### config.mk
export PLATFORM = sky130hd
export DESIGN_NAME = ptp_tx_req_arb
export DESIGN_NICKNAME = d
export VERILOG_FILES = /design/src/rtl/ptp_tx_req_arb.sv
export SDC_FILE = /design/constraint.sdc
export NUM_CORES = 1
export LEC_CHECK = 0
export BUFFER_PORTS_ARGS = -buffer_cell sky130_fd_sc_hd__buf_2
export CORE_UTILIZATION = 25
export DETAILED_ROUTE_END_ITERATION = 16
export HOLD_SLACK_MARGIN = 0.08
export SETUP_SLACK_MARGIN = 0.1
export SYNTH_ARGS = -nofsm -noshare
export SYNTH_HDL_FRONTEND = slang
export SYNTH_SLANG_ARGS = --single-unit
### constraint.sdc
create_clock -name i_clk -period 2.1 [get_ports i_clk]
set_clock_uncertainty 0.15 [all_clocks]
set_input_delay 0 -clock i_clk [delete_from_list [all_inputs] [get_ports i_clk]]
set_output_delay 0 -clock i_clk [all_outputs]
set_load 0.01 [all_outputs]
### src/rtl/ptp_tx_req_arb.sv
// Fixed-priority arbiter between the PTP message requesters and the TX frame builder.
// One command in flight at a time: grant, issue, wait for done or timeout, ack, gap.
module ptp_tx_req_arb #(
  parameter int unsigned PORT_NUM    = 8,
  parameter int unsigned TIMEOUT_CYC = 4096
) (
  input  logic                i_clk,
  input  logic                i_rst,
  input  logic                i_announce_req,
  input  logic                i_sync_req,
  input  logic                i_follow_up_req,
  input  logic                i_pdelayreq_req,
  input  logic                i_pdelayresp_req,
  input  logic                i_pdelayresp_fw_req,
  input  logic [PORT_NUM-1:0] i_announce_send_port,
  input  logic [PORT_NUM-1:0] i_sync_send_port,
  input  logic [PORT_NUM-1:0] i_follow_up_send_port,
  input  logic [PORT_NUM-1:0] i_pdelay_req_send_port,
  input  logic [PORT_NUM-1:0] i_pdelay_resp_send_port,
  input  logic [PORT_NUM-1:0] i_pdelay_resp_followup_send_port,
  output logic                o_announce_ack,
  output logic                o_sync_ack,
  output logic                o_follow_up_ack,
  output logic                o_pdelayreq_ack,
  output logic                o_pdelayresp_ack,
  output logic                o_pdelayresp_fw_ack,
  output logic                o_build_valid,
  output logic [2:0]          o_build_type,
  output logic [PORT_NUM-1:0] o_build_port,
  input  logic                i_build_ready,
  input  logic                i_build_done,
  output logic                o_busy,
  output logic                o_timeout_err
);

  typedef enum logic [2:0] {IDLE, ISSUE, WAIT_DONE, ACK, GAP} state_t;

  localparam logic [12:0] WAIT_LAST = 13'(TIMEOUT_CYC - 1);

  state_t              state;
  logic [12:0]         wait_cnt;
  logic [5:0]          ack;
  logic                armed;
  logic                req_any;
  logic [2:0]          gnt_type;
  logic [PORT_NUM-1:0] gnt_port;

  always_comb begin
    req_any  = 1'b1;
    gnt_type = 3'd0;
    gnt_port = '0;
    if (i_pdelayresp_req) begin
      gnt_type = 3'd4;
      gnt_port = i_pdelay_resp_send_port;
    end else if (i_pdelayresp_fw_req) begin
      gnt_type = 3'd5;
      gnt_port = i_pdelay_resp_followup_send_port;
    end else if (i_sync_req) begin
      gnt_type = 3'd1;
      gnt_port = i_sync_send_port;
    end else if (i_follow_up_req) begin
      gnt_type = 3'd2;
      gnt_port = i_follow_up_send_port;
    end else if (i_pdelayreq_req) begin
      gnt_type = 3'd3;
      gnt_port = i_pdelay_req_send_port;
    end else if (i_announce_req) begin
      gnt_type = 3'd0;
      gnt_port = i_announce_send_port;
    end else begin
      req_any = 1'b0;
    end
  end

  // o_build_type/o_build_port double as the latched command for the whole transaction.
  always_ff @(posedge i_clk or negedge i_rst) begin
    if (!i_rst) begin
      state         <= IDLE;
      wait_cnt      <= '0;
      ack           <= '0;
      armed         <= 1'b0;
      o_build_valid <= 1'b0;
      o_build_type  <= '0;
      o_build_port  <= '0;
      o_busy        <= 1'b0;
      o_timeout_err <= 1'b0;
    end else begin
      armed         <= 1'b1;
      ack           <= '0;
      o_timeout_err <= 1'b0;
      case (state)
        IDLE: begin
          // armed holds off any grant on the first edge after reset release
          if (armed && req_any) begin
            o_build_type <= gnt_type;
            o_build_port <= gnt_port;
            o_busy       <= 1'b1;
            if (gnt_port == '0) begin
              state <= ACK;
              ack   <= 6'b000001 << gnt_type;
            end else begin
              state         <= ISSUE;
              o_build_valid <= 1'b1;
            end
          end
        end
        ISSUE: begin
          if (i_build_ready) begin
            state         <= WAIT_DONE;
            o_build_valid <= 1'b0;
            wait_cnt      <= '0;
          end
        end
        WAIT_DONE: begin
          if (i_build_done) begin
            state <= ACK;
            ack   <= 6'b000001 << o_build_type;
          end else if (wait_cnt == WAIT_LAST) begin
            state         <= ACK;
            ack           <= 6'b000001 << o_build_type;
            o_timeout_err <= 1'b1;
          end else begin
            wait_cnt <= wait_cnt + 13'd1;
          end
        end
        ACK: begin
          state <= GAP;
        end
        GAP: begin
          state  <= IDLE;
          o_busy <= 1'b0;
        end
        default: begin
          state         <= IDLE;
          o_busy        <= 1'b0;
          o_build_valid <= 1'b0;
        end
      endcase
    end
  end

  assign o_announce_ack      = ack[0];
  assign o_sync_ack          = ack[1];
  assign o_follow_up_ack     = ack[2];
  assign o_pdelayreq_ack     = ack[3];
  assign o_pdelayresp_ack    = ack[4];
  assign o_pdelayresp_fw_ack = ack[5];

endmodule
-- After elaboration in Yosys (flattened, before gate mapping)
Cells that the tools add are included.
Widths: inputs -> output; s select.
- register bits: 37
- word-level logic and storage cells: 77
- add/sub/neg operators: 1
- equal/unequal tests: 11
- shift-type cells: 2
- muxes and demuxes: 41
- bitwise operators: 2
- reduce and logical (&&, ||, !) cells: 11
- operator list (kind ; count):
    $mux 8 ; 6
    $mux 13 ; 3
    $pmux 13 s2 ; 1
    $mux 6 ; 4
    $mux 3 ; 6
    $add 13x1->13 const B ; 1
    $eq 13x12->1 const B ; 1
    $mux 1 ; 13
    $pmux 3 s4 ; 1
    $pmux 6 s2 ; 1
    $shl 1x3->6 const A ; 2
    $ne 2x2->1 const B ; 5
    $logic_not 8->1 ; 1
    $mux 2 ; 4
    $reduce_and 4->1 ; 2
    $eq 3x2->1 const B ; 2
    $reduce_or 3->1 ; 2
    $reduce_and 2->1 ; 2
    $eq 3x1->1 const B ; 1
    $eq 3x3->1 const B ; 1
    $logic_not 3->1 ; 1
    $ne 3x3->1 const B ; 1
    $pmux 1 s3 ; 1
    $reduce_and 3->1 ; 1
    4 further kinds ; 5

-- Longest topological paths before layout
- depth after elaboration: 10
- depth in mapped cells: 9
- mapped depth without buffers: 7

-- Least setup slack after synthesis
No wires, ideal clock.
- path kind: register to register
- from: register state[2]
- to: register wait_cnt[11]
- arrival time: 1.908 ns
- required time: 1.815 ns
- setup slack: -0.093 ns
- cell stages (with the launch flop): 9
- buffers on the path: 2
- period minus slack after synthesis: 2.193 ns
- cells stage by stage: dfrtp_1 -> clkbuf_1 -> or3b_2 -> nor2_1 -> o31ai_1 -> clkbuf_1 -> nor3_1 -> xnor2_1 -> nor2_1
- word-level cells in the longest chain between the ends: 3
- elaborated cells on any way between the ends: 8
- those cells by class: eq/ne (5); mux (1); reduce/logical (2)
- ends and longest elaborated chain (element ; line ; source):
    from (decl) ; 40 ; state_t state;
    from (signal assigned) ; 78 ; state <= IDLE;
    from (signal assigned) ; 99 ; state <= ACK;
    from (signal assigned) ; 102 ; state <= ISSUE;
    $eq 3x2->1 / $eq 3x1->1 (equally long branches) ; 91 ; case (state)
    $ne 2x2->1 (no line) / $reduce_bool 2->1 (equally long branches) ; - ;
    $reduce_and 4->1 (no line) ; - ;
    to (signal assigned) ; 123 ; wait_cnt <= wait_cnt + 13'd1;
    to (decl) ; 41 ; logic [12:0] wait_cnt;
Parallel ways exist; a longest one is shown, timed or not.
A chain may end at the register's enable or synchronous reset.

-- Final worst setup path
- from: input i_announce_req
- to: register o_build_valid
- word-level cells in the longest chain between the ends: 9
- elaborated cells on any way between the ends: 17
- those cells by class: eq/ne (2); mux (12); reduce/logical (3)
- ends and longest elaborated chain (element ; line ; source):
    from (decl) ; 9 ; input logic i_announce_req,
    $mux 8 / $mux 1 (equally long branches) ; 67 ; end else if (i_announce_req) begin
    $mux 8 / $mux 1 (equally long branches) ; 64 ; end else if (i_pdelayreq_req) begin
    $mux 8 / $mux 1 (equally long branches) ; 61 ; end else if (i_follow_up_req) begin
    $mux 8 / $mux 1 (equally long branches) ; 58 ; end else if (i_sync_req) begin
    $mux 8 / $mux 1 (equally long branches) ; 55 ; end else if (i_pdelayresp_fw_req) begin
    $mux 8 / $mux 1 (equally long branches) ; 52 ; if (i_pdelayresp_req) begin
    $logic_not 8->1 / $logic_and 1x1->1 (equally long branches) ; 98, 94 ;
    $ne 2x2->1 (no line) ; - ;
    $reduce_and 4->1 (no line) * ; - ;
    to (signal assigned) ; 82 ; o_build_valid <= 1'b0;
    to (signal assigned) ; 103 ; o_build_valid <= 1'b1;
    to (signal assigned) ; 110 ; o_build_valid <= 1'b0;
    to (decl) ; 27 ; output logic o_build_valid,
Every way passes the cells marked *; elsewhere a longest branch is shown, timed or not.

==> metrics.md <==
| Metric | Value |
|---|---|
| Netlist cell types | `43` |
| Post-Syn Area per Cell | `8.76 µm²` |
| Area leader, netlist | `dfrtp_1` |
| Tmin final | `1980 ps` |
| Post-synth EDFFs | `0` |
| Routed Wire Length | `6430 µm` |
| Crit-path max FO | `8` |
| Xor and xnor fraction of the mapped netlist area | `2.55%` |
| GRT overflow | `0` |
| R2R Setup Slk | `150 ps` |
| Design area | `3180 µm²` |
| Fin. Hold Viols | `0` |
| CP endpoint kind | `flip-flop` |
| Post-synthesis adder-cell area fraction | `0.608%` |
| Initial core utilization | `26.2%` |
| Antenna Nets Post-Route | `0` |
| Synth top cells by count | `dfrtp_1 (37), nand2_1 (26), o21ai_0 (21)` |
| DP HPWL | `4580 µm` |
| Critical Path Start Type | `primary input` |
| Hold Slack | `66.8 ps` |
| Synthesized instance count | `235` |
| Non-filler cells, final | `466` |
| Top cell type's share of synthesized area | `45.0%` |
| DRC viols | `0` |
| Worst Path Arrival | `2000 ps` |
| Area growth syn-to-layout | `54.5%` |
| First-pass GRT wire length | `10000 µm` |
| Reg2reg path depth | `4` |
| IO Count | `78` |
| YS warnings | `0` |
| Largest family of logic cells by synthesized area | `simple AND/OR/NAND/NOR gates` |
| Via count | `2241` |
| Largest net degree at the start of global routing | `38` |
| Initial antenna violation count | `0` |
| Ranking of synthesized cells by area | `dfrtp_1 (45%), o21ai_0 (5.1%), nand2_1 (4.7%), nor2_1 (3.6%), a222oi_1 (2.9%)` |
| Bufs on Longest Clock Path | `2` |
| Pleak | `1.56 nW` |
| Core area | `7850 µm²` |
| FF+latch count, synth | `37` |
| Vias in the first global route | `2097` |
| Primary FF master, synth | `dfrtp_1` |
| Post-synthesis mux area share | `1.03%` |
| DP Area | `2710 µm²` |
| Slew Limit Fails | `0` |
| Outcome | `finished, final reports clean` |
| Worst slew margin | `44.7%` |
| WP data required | `2120 ps` |
| DR vias/cell | `4.81` |
| Avg WL per Cell | `13.8 µm` |
| Worst min-delay path class | `in2reg` |
| Synth Area in Compound Gates | `22.2%` |
| Crit share post-route | `94.1%` |
| RSZ-0062 raised after global routing | `yes` |
| Drt initial violations | `90` |
| Max Clk Rate | `506 MHz` |
| Vert. Die Dim | `92.7 µm` |
| Max IR drop VDD | `0.341 mV` |
| TritonCTS Buffers | `5` |
| Worst Setup SP | `i_announce_req` |
| GRT Overall Usage | `15.0%` |
| CTS sink cnt | `37` |
| Cells after DPL | `425` |
| Post-synthesis simple-gate area fraction | `24.3%` |
| Die X | `92.7 µm` |
| Most numerous cell in the Yosys netlist | `dfrtp_1` |
| Syn Nets | `294` |
| Seq/Total Area, Yosys | `45.0%` |
| FP Rows | `32` |
| Cell Area, Synth | `2060 µm²` |
| Clock slew at reported path FFs | `70 ps` |
| Antenna diodes | `0` |
| Clock H-tree levels | `2` |
| Total die area | `8600 µm²` |
| Pwr per Cell Area | `793 nW/µm²` |
| RR Endpoint | `o_build_type[1]` |
| CTS tree | `done` |
| RR Startpoint | `state[1]` |
| CTS Root Cell | `clkbuf_8` |
| Placer Congestion | `0.851` |
| Worst-skew pair later-pin latency | `280 ps` |
| Max-Cap Viols | `0` |
| Nets | `422` |
| Setup violators final | `0` |
| DR pass1 iterations | `6` |
| Final design utilization | `40.5%` |
| Filler cells | `816` |
| Measured slew at the worst slew-check pin | `829 ps` |
| Layout cells sized above 1 | `37.9%` |
| Setup crit end | `o_build_valid` |
| PortBufs | `77` |
| Total negative slack | `0 ps` |
| Ys async rst share | `100%` |
| Crit path kind | `in2reg` |
-- power by group --
group | internal, mW | switching (mW) | leakage (nW)
registers | 0.873 | 0.117 | 0.489
logic | 0.468 | 0.517 | 1.02
clock network | 0.297 | 0.251 | 0.0542
-- sequential cells by signal (all words and copies together) (netlist names) --
name,flops
o_build_valid,1
o_build_port,8
wait_cnt,13
ack,6
o_build_type,3
armed,1
o_timeout_err,1
state,3
o_busy,1
-- cells in the final DEF (no fill, tap or decap), types with 3 or more instances in the layout --
master,count
buf_2,76
dfrtp_1,37
buf_4,32
nand2_1,26
dlygate4sd3_1,22
o21ai_0,21
nor2_1,18
nand3_1,11
inv_1,9
a21oi_1,9
clkbuf_8,7
and3b_1,6
a21o_1,6
a211o_1,6
a222oi_1,6
xnor2_1,6
o21a_1,5
nor3_2,5
o21ai_1,5
or3_1,3
nand2b_1,3
or2_2,3
-- critical path, cell delays in order --
cell and delay, ps:
buf_2 100, nor3b_2 200, a211o_1 320, a222oi_1 390
nand2_1 120, or4_4 620, a22o_1 230
-- per-stage QoR --
| step | setup WS (ps) | total power [mW] |
|---|---|---|
| after global placement | -206 | 1.86 |
| after floorplan | 47.9 | 1.47 |
| after CTS | 111 | 2.47 |
| final | 125 | 2.52 |
| after detailed placement | -243 | 1.86 |
| after global routing | 49.1 | 2.72 |
-- final cells by class --
cell class	instances	area, µm²	share of cell area (%)
Clock buffer	7	96.3	3.03
Clock inverter	1	5.00	0.157
Inverter	9	33.8	1.06
Multi-Input combinational cell	177	1120	35.1
Sequential cell	37	926	29.1
Tap cell	102	128	4.01
Timing Repair Buffer	133	876	27.5
-- per-layer routing --
layer  share of wire, %  track usage, %  vias to the layer above
met5                  0               0                        -
met4                1.3            4.23                        0
met3                6.6            3.94                        4
met2                 51            27.5                       84
met1                 42            17.1                     1052
li1                   -               -                     1101
-- repair_timing --
action                     in CTS  in global routing
pin swaps                       0                  7
hold buffers                   23                  0
setup endpoints to repair       4                 22
hold endpoints to repair       55                  0
gates resized for setup         1                 17
buffers inserted                1                  8
cloned                          0                  1
-- worst min path at each step --
stage,startpoint,to,slack [ps],cells after the start
2_1_floorplan,i_rst,ack[0],-450,0
3_3_place_gp,i_rst,wait_cnt[3],-10,1
3_5_place_dp,i_rst,wait_cnt[2],2,1
4_1_cts,i_pdelay_resp_followup_send_port[0],o_build_port[0],90,6
5_1_grt,i_pdelay_resp_followup_send_port[0],o_build_port[0],90,6
6_report,i_pdelay_resp_send_port[2],o_build_port[2],70,6
-- logic make-up (layout without fill, tap and decap cells) --
| kind of cell | Yosys count | after routing |
|---|---|---|
| AO/OA/AOI/OAI | 70 | 70 |
| other | 1 | 1 |
| flip-flops | 37 | 37 |
| buffers and inverters | 21 | 150 |
| multiplexers | 2 | 2 |
| AND/OR/NAND/NOR | 97 | 97 |
| adder cells (fa/ha/maj) | 1 | 1 |
| XOR/XNOR | 6 | 6 |
Power figures use the tool's default switching activity.
